`config.mk`:
```
export PLATFORM = sky130hd
export DESIGN_NAME = reg_write_arbiter_flat
export DESIGN_NICKNAME = d
export VERILOG_FILES = /design/src/rtl/reg_write_arbiter_if.sv /design/src/rtl/reg_write_arbiter.sv /design/src/flat_wrapper.sv
export SDC_FILE = /design/constraint.sdc
export NUM_CORES = 1
export LEC_CHECK = 0
export CORE_ASPECT_RATIO = 0.9
export CORE_UTILIZATION = 54
export CTS_BUF_LIST = sky130_fd_sc_hd__clkbuf_4
export CTS_CLUSTER_DIAMETER = 60
export CTS_CLUSTER_SIZE = 16
export DETAILED_ROUTE_END_ITERATION = 7
export PLACE_DENSITY = 0.95
export REMOVE_ABC_BUFFERS = 1
export SYNTH_ARGS = -nofsm -noshare
export SYNTH_HDL_FRONTEND = slang
export SYNTH_SLANG_ARGS = --single-unit
```
`constraint.sdc`:
```
create_clock -name clk -period 2.55 [get_ports clk]
set_input_delay 0.255 -clock clk [delete_from_list [all_inputs] [get_ports clk]]
set_output_delay 0.255 -clock clk [all_outputs]
set_load 0.02 [all_outputs]
```
`src/rtl/reg_write_arbiter_if.sv`:
```
// Register-file write arbiter bus: two valid/ready write requesters,
// the registered write port and the per-register busy scoreboard.
interface reg_write_arbiter_if #(
  parameter int DATA_W = 8,
  parameter int ADDR_W = 3
);
  logic                       req0_valid;
  logic                       req0_ready;
  logic [ADDR_W-1:0]          req0_reg;
  logic [DATA_W-1:0]          req0_data;
  logic                       req1_valid;
  logic                       req1_ready;
  logic [ADDR_W-1:0]          req1_reg;
  logic [DATA_W-1:0]          req1_data;
  logic                       writeenable;
  logic [ADDR_W-1:0]          writereg;
  logic [DATA_W-1:0]          writedata;
  logic [(1<<ADDR_W)-1:0]     busy;

  // Requesters and register-file side (environment)
  modport master (
    output req0_valid, req0_reg, req0_data,
    output req1_valid, req1_reg, req1_data,
    input  req0_ready, req1_ready,
    input  writeenable, writereg, writedata, busy
  );

  // Arbiter side
  modport slave (
    input  req0_valid, req0_reg, req0_data,
    input  req1_valid, req1_reg, req1_data,
    output req0_ready, req1_ready,
    output writeenable, writereg, writedata, busy
  );
endinterface

```
`src/rtl/reg_write_arbiter.sv`:
```
// Two-requester register-file write arbiter. Each requester (0 = ALU
// writeback, 1 = load writeback) owns a one-entry holding buffer; one
// buffered write is issued per cycle, and a busy scoreboard flags every
// register with a pending or in-flight write.
// Optional feature: define REGARB_ROUND_ROBIN_EN for round-robin tie
// breaking; otherwise requester 0 always wins ties.
module reg_write_arbiter #(
  parameter int DATA_W = 8,
  parameter int ADDR_W = 3
) (
  input  logic               clk,
  input  logic               reset,
  reg_write_arbiter_if.slave bus
);
  localparam int NREG = 1 << ADDR_W;

  // Holding buffers (stage p0)
  logic              vld0_p0, vld1_p0;
  logic              rdy0_p0, rdy1_p0;
  logic [ADDR_W-1:0] reg0_p0, reg1_p0;
  logic [DATA_W-1:0] dat0_p0, dat1_p0;
`ifdef REGARB_ROUND_ROBIN_EN
  logic              last_p0;  // 1: requester 1 won the most recent tie
  logic              last_n;
`endif

  // Registered write port and scoreboard (stage p1)
  logic              we_p1;
  logic [ADDR_W-1:0] wreg_p1;
  logic [DATA_W-1:0] wdat_p1;
  logic [NREG-1:0]   busy_p1;

  logic              grant0, grant1;
  logic              take0, take1;
  logic              vld0_n, vld1_n;
  logic              we_n;
  logic [ADDR_W-1:0] reg0_n, reg1_n;
  logic [ADDR_W-1:0] wreg_n;
  logic [DATA_W-1:0] wdat_n;
  logic [NREG-1:0]   busy_n;

  // Arbitration, buffer next-state and scoreboard next-state
  always_comb begin
    grant0 = 1'b0;
    grant1 = 1'b0;
`ifdef REGARB_ROUND_ROBIN_EN
    last_n = last_p0;
    if (vld0_p0 && vld1_p0) begin
      // Tie goes to whoever did not win the previous tie
      grant0 = last_p0;
      grant1 = ~last_p0;
      last_n = ~last_p0;
    end else begin
      grant0 = vld0_p0;
      grant1 = vld1_p0;
    end
`else
    grant0 = vld0_p0;
    grant1 = vld1_p0 & ~vld0_p0;
`endif
    // Ready comes from the buffer flop, so a buffer drained this edge
    // cannot also be refilled this edge.
    take0  = bus.req0_valid & rdy0_p0;
    take1  = bus.req1_valid & rdy1_p0;
    vld0_n = (vld0_p0 & ~grant0) | take0;
    vld1_n = (vld1_p0 & ~grant1) | take1;
    reg0_n = take0 ? bus.req0_reg : reg0_p0;
    reg1_n = take1 ? bus.req1_reg : reg1_p0;

    we_n   = grant0 | grant1;
    wreg_n = wreg_p1;
    wdat_n = wdat_p1;
    if (grant0) begin
      wreg_n = reg0_p0;
      wdat_n = dat0_p0;
    end else if (grant1) begin
      wreg_n = reg1_p0;
      wdat_n = dat1_p0;
    end

    busy_n = '0;
    if (vld0_n) busy_n[reg0_n] = 1'b1;
    if (vld1_n) busy_n[reg1_n] = 1'b1;
    if (we_n)   busy_n[wreg_n] = 1'b1;
  end

  // Control state: buffer flags, ready, tie pointer, write port, scoreboard
  always_ff @(posedge clk or negedge reset) begin
    if (!reset) begin
      vld0_p0 <= 1'b0;
      vld1_p0 <= 1'b0;
      rdy0_p0 <= 1'b1;
      rdy1_p0 <= 1'b1;
`ifdef REGARB_ROUND_ROBIN_EN
      last_p0 <= 1'b1;
`endif
      we_p1   <= 1'b0;
      wreg_p1 <= '0;
      wdat_p1 <= '0;
      busy_p1 <= '0;
    end else begin
      vld0_p0 <= vld0_n;
      vld1_p0 <= vld1_n;
      rdy0_p0 <= ~vld0_n;
      rdy1_p0 <= ~vld1_n;
`ifdef REGARB_ROUND_ROBIN_EN
      last_p0 <= last_n;
`endif
      we_p1   <= we_n;
      wreg_p1 <= wreg_n;
      wdat_p1 <= wdat_n;
      busy_p1 <= busy_n;
    end
  end

  // Buffer payload, captured on handshake only; qualified by the full flag
  always_ff @(posedge clk) begin
    if (take0) begin
      reg0_p0 <= bus.req0_reg;
      dat0_p0 <= bus.req0_data;
    end
    if (take1) begin
      reg1_p0 <= bus.req1_reg;
      dat1_p0 <= bus.req1_data;
    end
  end

  assign bus.req0_ready  = rdy0_p0;
  assign bus.req1_ready  = rdy1_p0;
  assign bus.writeenable = we_p1;
  assign bus.writereg    = wreg_p1;
  assign bus.writedata   = wdat_p1;
  assign bus.busy        = busy_p1;
endmodule
```
`src/flat_wrapper.sv`:
```
// flat-port wrapper written by rule: the top's interface ports become plain ports
module reg_write_arbiter_flat 
#(
  parameter int DATA_W = 8,
  parameter int ADDR_W = 3
)
  (clk, reset, bus_req0_valid, bus_req0_reg, bus_req0_data, bus_req1_valid, bus_req1_reg, bus_req1_data, bus_req0_ready, bus_req1_ready, bus_writeenable, bus_writereg, bus_writedata, bus_busy);
  reg_write_arbiter_if #(.DATA_W(DATA_W), .ADDR_W(ADDR_W)) bus_i ();
  input  logic clk;
  input  logic reset;
  input wire logic [$bits(bus_i.req0_valid)-1:0] bus_req0_valid;
  input wire logic [$bits(bus_i.req0_reg)-1:0] bus_req0_reg;
  input wire logic [$bits(bus_i.req0_data)-1:0] bus_req0_data;
  input wire logic [$bits(bus_i.req1_valid)-1:0] bus_req1_valid;
  input wire logic [$bits(bus_i.req1_reg)-1:0] bus_req1_reg;
  input wire logic [$bits(bus_i.req1_data)-1:0] bus_req1_data;
  output wire logic [$bits(bus_i.req0_ready)-1:0] bus_req0_ready;
  output wire logic [$bits(bus_i.req1_ready)-1:0] bus_req1_ready;
  output wire logic [$bits(bus_i.writeenable)-1:0] bus_writeenable;
  output wire logic [$bits(bus_i.writereg)-1:0] bus_writereg;
  output wire logic [$bits(bus_i.writedata)-1:0] bus_writedata;
  output wire logic [$bits(bus_i.busy)-1:0] bus_busy;
  assign bus_i.req0_valid = bus_req0_valid;
  assign bus_i.req0_reg = bus_req0_reg;
  assign bus_i.req0_data = bus_req0_data;
  assign bus_i.req1_valid = bus_req1_valid;
  assign bus_i.req1_reg = bus_req1_reg;
  assign bus_i.req1_data = bus_req1_data;
  assign bus_req0_ready = bus_i.req0_ready;
  assign bus_req1_ready = bus_i.req1_ready;
  assign bus_writeenable = bus_i.writeenable;
  assign bus_writereg = bus_i.writereg;
  assign bus_writedata = bus_i.writedata;
  assign bus_busy = bus_i.busy;
  reg_write_arbiter #(.DATA_W(DATA_W), .ADDR_W(ADDR_W)) u_core (.clk(clk), .reset(reset), .bus(bus_i));
endmodule
```
==> results of run 1 <==
==> cell type report <==
type / instances / area [um^2] / share of cell area
inverter: 9 / 33.8 / 0.0139
sequential: 46 / 1200 / 0.496
multi-input combinational: 97 / 591 / 0.243
clock buffer: 8 / 60.1 / 0.0248
tap: 42 / 52.6 / 0.0217
timing repair buffer: 49 / 485 / 0.200
==> stage by stage <==
step           cells  hold slack, ns
2_1_floorplan    152         -0.0406
3_3_place_gp     243           0.441
3_5_place_dp     243           0.454
4_1_cts          251           0.277
5_1_grt          251           0.288
6_report         251           0.275
==> cells in the final DEF, fill, tap and decap left out, drive strengths merged <==
| cell | count |
|---|---|
| or2 | 1 |
| o21ai | 18 |
| and2 | 1 |
| or3b | 1 |
| nor2 | 6 |
| nand2 | 28 |
| mux2i | 10 |
| nor3 | 1 |
| mux2 | 1 |
| dfstp | 2 |
| clkbuf | 8 |
| a21o | 1 |
| a32oi | 2 |
| edfxtp | 16 |
| nand3b | 1 |
| o21a | 1 |
| inv | 9 |
| o31ai | 3 |
| o221ai | 1 |
| buf | 2 |
| a211oi | 1 |
| dfxtp | 6 |
| nand3 | 2 |
| a21oi | 4 |
| a31oi | 1 |
| a41oi | 1 |
| o32a | 1 |
| a41o | 1 |
| dfrtp | 22 |
| nand4 | 1 |
| nand2b | 4 |
| nand4b | 2 |
| clkdlybuf4s50 | 47 |
| and3 | 1 |
| nor3b | 1 |
| a221o | 1 |
==> how the worst max path moves through the flow <==
stage	depth (start not counted)	endpoint	slack (ns)	from
finish	4	u_core.bus.busy[4]	0.63	u_core.vld1_p0
detailed placement	6	u_core.bus.busy[5]	0.66	bus_req1_valid
global placement	6	u_core.bus.busy[3]	0.75	bus_req1_valid
global route	4	u_core.bus.busy[4]	0.50	u_core.vld1_p0
floorplan	4	u_core.bus.busy[4]	0.96	u_core.vld1_p0
CTS	4	u_core.bus.busy[4]	0.67	u_core.vld1_p0
==> power by group <==
group          internal [uW]  switching [uW]
registers                862            75.3
logic                    208             233
clock network            142             212
total                   1210             520
==> metal layers <==
layer	track usage	wire length (um)	vias up
met3	0.0669	367	12
met2	0.448	2160	100
li1	-	-	664
met4	0.0877	80	0
met1	0.359	1710	691
met5	0	0	-
==> worst max-delay path, cell delays in order, from the launching register on <==
cell	delay (ns)
dfrtp_1	0.87
mux2i_1	0.25
o21ai_4	0.26
nor2_1	0.08
a221o_1	0.35
==> sequential cells by signal, summed over array words and instances, names as in the netlist <==
| register | cells |
|---|---|
| u_core.grant0 | 1 |
| u_core.dat0_p0 | 8 |
| u_core.bus.writedata | 8 |
| u_core.dat1_p0 | 8 |
| u_core.bus.req1_ready | 1 |
| u_core.vld1_p0 | 1 |
| u_core.bus.req0_ready | 1 |
| u_core.reg1_p0 | 3 |
| u_core.reg0_p0 | 3 |
| u_core.bus.writereg | 3 |
| u_core.bus.busy | 8 |
| u_core.bus.writeenable | 1 |
==> logic make-up (layout without fill, tap and decap cells) <==
logic type / count (synthesis) / in the layout / synth area share
AOI/OAI and AO/OA: 36 / 36 / 0.130
muxes: 11 / 11 / 0.0597
DFF: 46 / 46 / 0.646
buffers and inverters: 14 / 66 / 0.0376
and+or+nand+nor: 50 / 50 / 0.127
==> metrics.md, run 1 <==
| Metric | Value |
|---|---|
| Setup crit start kind | `flop` |
| Leak | `0.00100 uW` |
| DR pass1 iterations | `4` |
| Die height | `57.7 um` |
| Fin util | `0.767` |
| Post-synthesis register bit count | `46` |
| Post-synth top flop | `dfrtp_1` |
| DR WL/cell | `17.2 um` |
| GRT overflow | `0` |
| Diode count | `0` |
| PnR worst setup slack | `0.627 ns` |
| Warnings, synthesis | `0` |
| Die Wd | `63.9 um` |
| CTS Hold Buffers Added | `0` |
| Post-route cell area | `2430 um^2` |
| Total Power | `1730 uW` |
| First-pass GRT wire length | `7180 um` |
| Worst slack, placed | `0.657 ns` |
| Worst slew pin tran | `0.789 ns` |
| CTS max path bufs | `2` |
| Final net count | `234` |
| Final period util | `0.754` |
| Tmin final | `1.92 ns` |
| Cell row count | `19` |
| CP required | `2.80 ns` |
| Vias in the first global route | `1455` |
| Synthesized area | `1860 um^2` |
| Power Density | `714 nW/um^2` |
| Core area | `3160 um^2` |
| Area Overhead vs Synth | `30.1%` |
| Critical path arrival | `2.18 ns` |
| Synth unique cells | `40` |
| Via count | `1467` |
| Max-cap violations | `0` |
| Crit path kind | `flop to flop` |
| Post-synthesis cell count | `157` |
| Register area share after synthesis | `0.646` |
| Worst-path clk slew | `0.13 ns` |
| Min-delay worst type | `input port to async pin` |
| FMAX | `0.520 GHz` |
| Post-synth EDFFs | `16` |
| CTS H-Tree Depth | `2` |
| Die area | `3690 um^2` |
| Cell with the most instances after synthesis | `nand2_1` |
| Reg-to-reg endpoint | `u_core.bus.busy[4]` |
| Slew headroom | `0.474` |
| CTS resizes | `0` |
| Crit Path Max Fanout | `16` |
| Area after DPL | `2370 um^2` |
| Maximum vdd drop | `415 uV` |
| Fraction of layout cells with a size suffix above 1 | `0.0861` |
| Setup TNS | `0 ns` |
| Crit. End Element | `flop` |
| Final Skew | `0.0202 ns` |
| Initial antenna violation count | `0` |
| R2R Path Start | `u_core.vld1_p0` |
| Post-synth top area cell | `dfrtp_1` |
| Status | `completed` |
| Initial drt markers | `81` |
| Gr usage total | `0.272` |
| I/O Buffers | `47` |
| Final GP Congestion | `0.988` |
| # IOs | `48` |
| Initial core utilization | `0.590` |
| R2R depth | `4` |
| Top cells by count, synth | `nand2_1, dfrtp_1, o21ai_0` |
| Unrepaired setup endpoints after global routing | `no` |
| DRC viols | `0` |
| Clock Sink Count | `46` |
| # fillers | `203` |
| Slew Limit Fails | `0` |
| Worst-skew pair later-pin latency | `0.35 ns` |
| Share of the synthesized area in the top cell type | `0.295` |
| DP HPWL | `3170 um` |
| Final ANT Viol Nets | `0` |
| Routed WL | `4320 um` |
| Vias/cell | `5.84` |
| Largest net degree at the start of global routing | `25` |
| Setup violators final | `0` |
| CTS tree | `yes` |
| FFs w/ async S/R, synth | `0.522` |
| R2r setup slk | `0.63 ns` |
| Synth top area cells | `dfrtp_1, edfxtp_1, dfxtp_1` |
| Hold violation total from the final report | `0` |
| Root buffer cell | `clkbuf_4` |
| Syn Area/Cell | `11.9 um^2` |
| Post-CTS setup buffers | `0` |
| TritonCTS buffer count | `5` |
(Power assumes the default switching activity.)
==> inputs of run 2 (changes only) <==
Settings changed: CORE_UTILIZATION 54 to 45, PLACE_DENSITY 0.95 to 0.88.
Clock period 2.55 ns to 1.7 ns, I/O delays scaled along.
==> metrics.md, run 2 (same netlist as run 1, synthesis figures left out) <==
| Metric | Value |
|---|---|
| Delay-heaviest family, CP | `flip-flops` |
| Comb power frac | `0.253` |
| GRT overflow | `0` |
| Clock power frac | `0.240` |
| Initial antenna violation count | `0` |
| Clock Sink Count | `46` |
| CTS H-Tree Depth | `2` |
| Area after DPL | `2420 um^2` |
| DR pass1 iterations | `4` |
| Worst slew pin tran | `0.458 ns` |
| Commonest non-fill, non-tap cells in the layout | `clkdlybuf4s50_1, nand2_1, dfrtp_1` |
| CTS Hold Buffers Added | `0` |
| Slew headroom | `0.695` |
| Status | `completed` |
| Min-delay worst type | `input port to async pin` |
| Via count | `1438` |
| Final net count | `241` |
| Hold violation total from the final report | `0` |
| Fin util | `0.653` |
| Slowest cell on the critical path | `dfrtp_1` |
| Fraction of layout cells with a size suffix above 1 | `0.116` |
| Pint | `1930 uW` |
| Crit Path Max Fanout | `12` |
| DR WL/cell | `14.9 um` |
| DP HPWL | `2900 um` |
| Most common cell after layout, fill and taps aside | `clkdlybuf4s50_1` |
| Worst slack, placed | `0.00102 ns` |
| Unrepaired setup endpoints after global routing | `no` |
| Setup violators final | `0` |
| Setup crit start kind | `flop` |
| Final Skew | `0.00527 ns` |
| Worst-path clk slew | `0.13 ns` |
| Grt met2 use | `0.309` |
| NetSw | `800 uW` |
| Crit path kind | `flop to flop` |
| Worst-skew pair later-pin latency | `0.36 ns` |
| Die Wd | `69.8 um` |
| Max-cap violations | `0` |
| Cell Chain, Critical Path | `or3b_1 -> o21ai_0 -> nand2_1 -> o221ai_1` |
| Final GP Congestion | `0.949` |
| Max stage delay on crit path | `0.57 ns` |
| FMAX | `0.632 GHz` |
| Root buffer cell | `clkbuf_4` |
| Vias in the first global route | `1373` |
| Power Density | `1090 nW/um^2` |
| CTS resizes | `2` |
| Sequential Power Share | `0.507` |
| Routed WL | `3900 um` |
| Tmin final | `1.58 ns` |
| CTS max path bufs | `2` |
| CTS tree | `yes` |
| CP required | `1.98 ns` |
| Post-route cell area | `2500 um^2` |
| DRC viols | `0` |
| Switching Share | `0.293` |
| Initial core utilization | `0.486` |
| PnR worst setup slack | `0.119 ns` |
| Core area | `3840 um^2` |
| Initial drt markers | `71` |
| Leak | `0.00104 uW` |
| Slew Limit Fails | `0` |
| Final period util | `0.930` |
| GR Util met1 | `0.262` |
| Placed cell count | `254` |
| Die area | `4400 um^2` |
| Area Overhead vs Synth | `34.3%` |
| # IOs | `48` |
| TritonCTS buffer count | `5` |
| Diode count | `0` |
| Most used routing layer | `met2` |
| Post-Layout Cell Count | `262` |
| Cell row count | `21` |
| Critical path arrival | `1.86 ns` |
| # fillers | `296` |
| Die height | `63.1 um` |
| Worst Path Buf+Inv | `0` |
| Post-CTS setup buffers | `0` |
| Setup TNS | `0 ns` |
| Gr usage total | `0.191` |
| Vias/cell | `5.49` |
| Met3 Resource Use GR | `0.0368` |
| I/O Buffers | `47` |
| Maximum vdd drop | `499 uV` |
| Final ANT Viol Nets | `0` |
| First-pass GRT wire length | `6510 um` |
| Largest net degree at the start of global routing | `25` |
| Crit. End Element | `flop` |
run 2: cell types whose count changed in the layout (fill, tap and decap cells not counted), sizes merged:
cell,before,now
bufinv,0,1
clkinvlp,0,2
clkbuf,8,5
buf,2,9
dlygate4sd2,0,2
clkdlybuf4s50,47,45
run 2: worst reg2reg max path: stages, from the launching register on:
cell      delay (ns)
dfrtp_1         0.57
or3b_1          0.43
o21ai_0         0.16
nand2_1         0.15
o221ai_1        0.20
run 2: power by group through the flow:
stage / combinational [uW] / sequential [uW] / clock (uW)
2_1_floorplan: 216 / 1520 / 0
3_3_place_gp: 674 / 1400 / 0
3_5_place_dp: 691 / 1410 / 0
4_1_cts: 691 / 1380 / 670
5_1_grt: 742 / 1400 / 714
6_report: 692 / 1380 / 657
run 2: worst paths after layout:
kind,from,end,slack (ns),cells after the start
hold / removal,reset,u_core.bus.writereg[1],0.15,2
setup / recovery,u_core.grant0,u_core.bus.busy[0],0.12,4
max in group asynchronous,reset,u_core.bus.req1_ready,1.26,2
setup reg to reg,u_core.grant0,u_core.bus.busy[0],0.12,4
min in group clk,bus_req1_data[7],u_core.dat1_p0[7],0.36,1
hold reg to reg,u_core.dat0_p0[5],u_core.bus.writedata[5],0.47,2
run 2: metrics by stage:
stage                     hold slack, ns  power [uW]
final                              0.146        2730
after floorplan                   -0.126        1730
after global routing               0.155        2860
after CTS                          0.147        2740
after global placement             0.436        2080
after detailed placement           0.446        2100
run 2: cell type report:
class | instances | area (um^2) | area share
Clock buffer | 5 | 37.5 | 0.0150
Clock inverter | 3 | 45.0 | 0.0180
Inverter | 9 | 33.8 | 0.0135
Multi-Input combinational cell | 97 | 591 | 0.236
Sequential cell | 46 | 1200 | 0.481
Tap cell | 46 | 57.6 | 0.0230
Timing Repair Buffer | 56 | 536 | 0.214
run 2: metal layers:
metal	up-vias	wire [um]
li1	676	-
met1	686	1690
met2	69	1870
met3	7	289
met4	0	48
met5	-	0
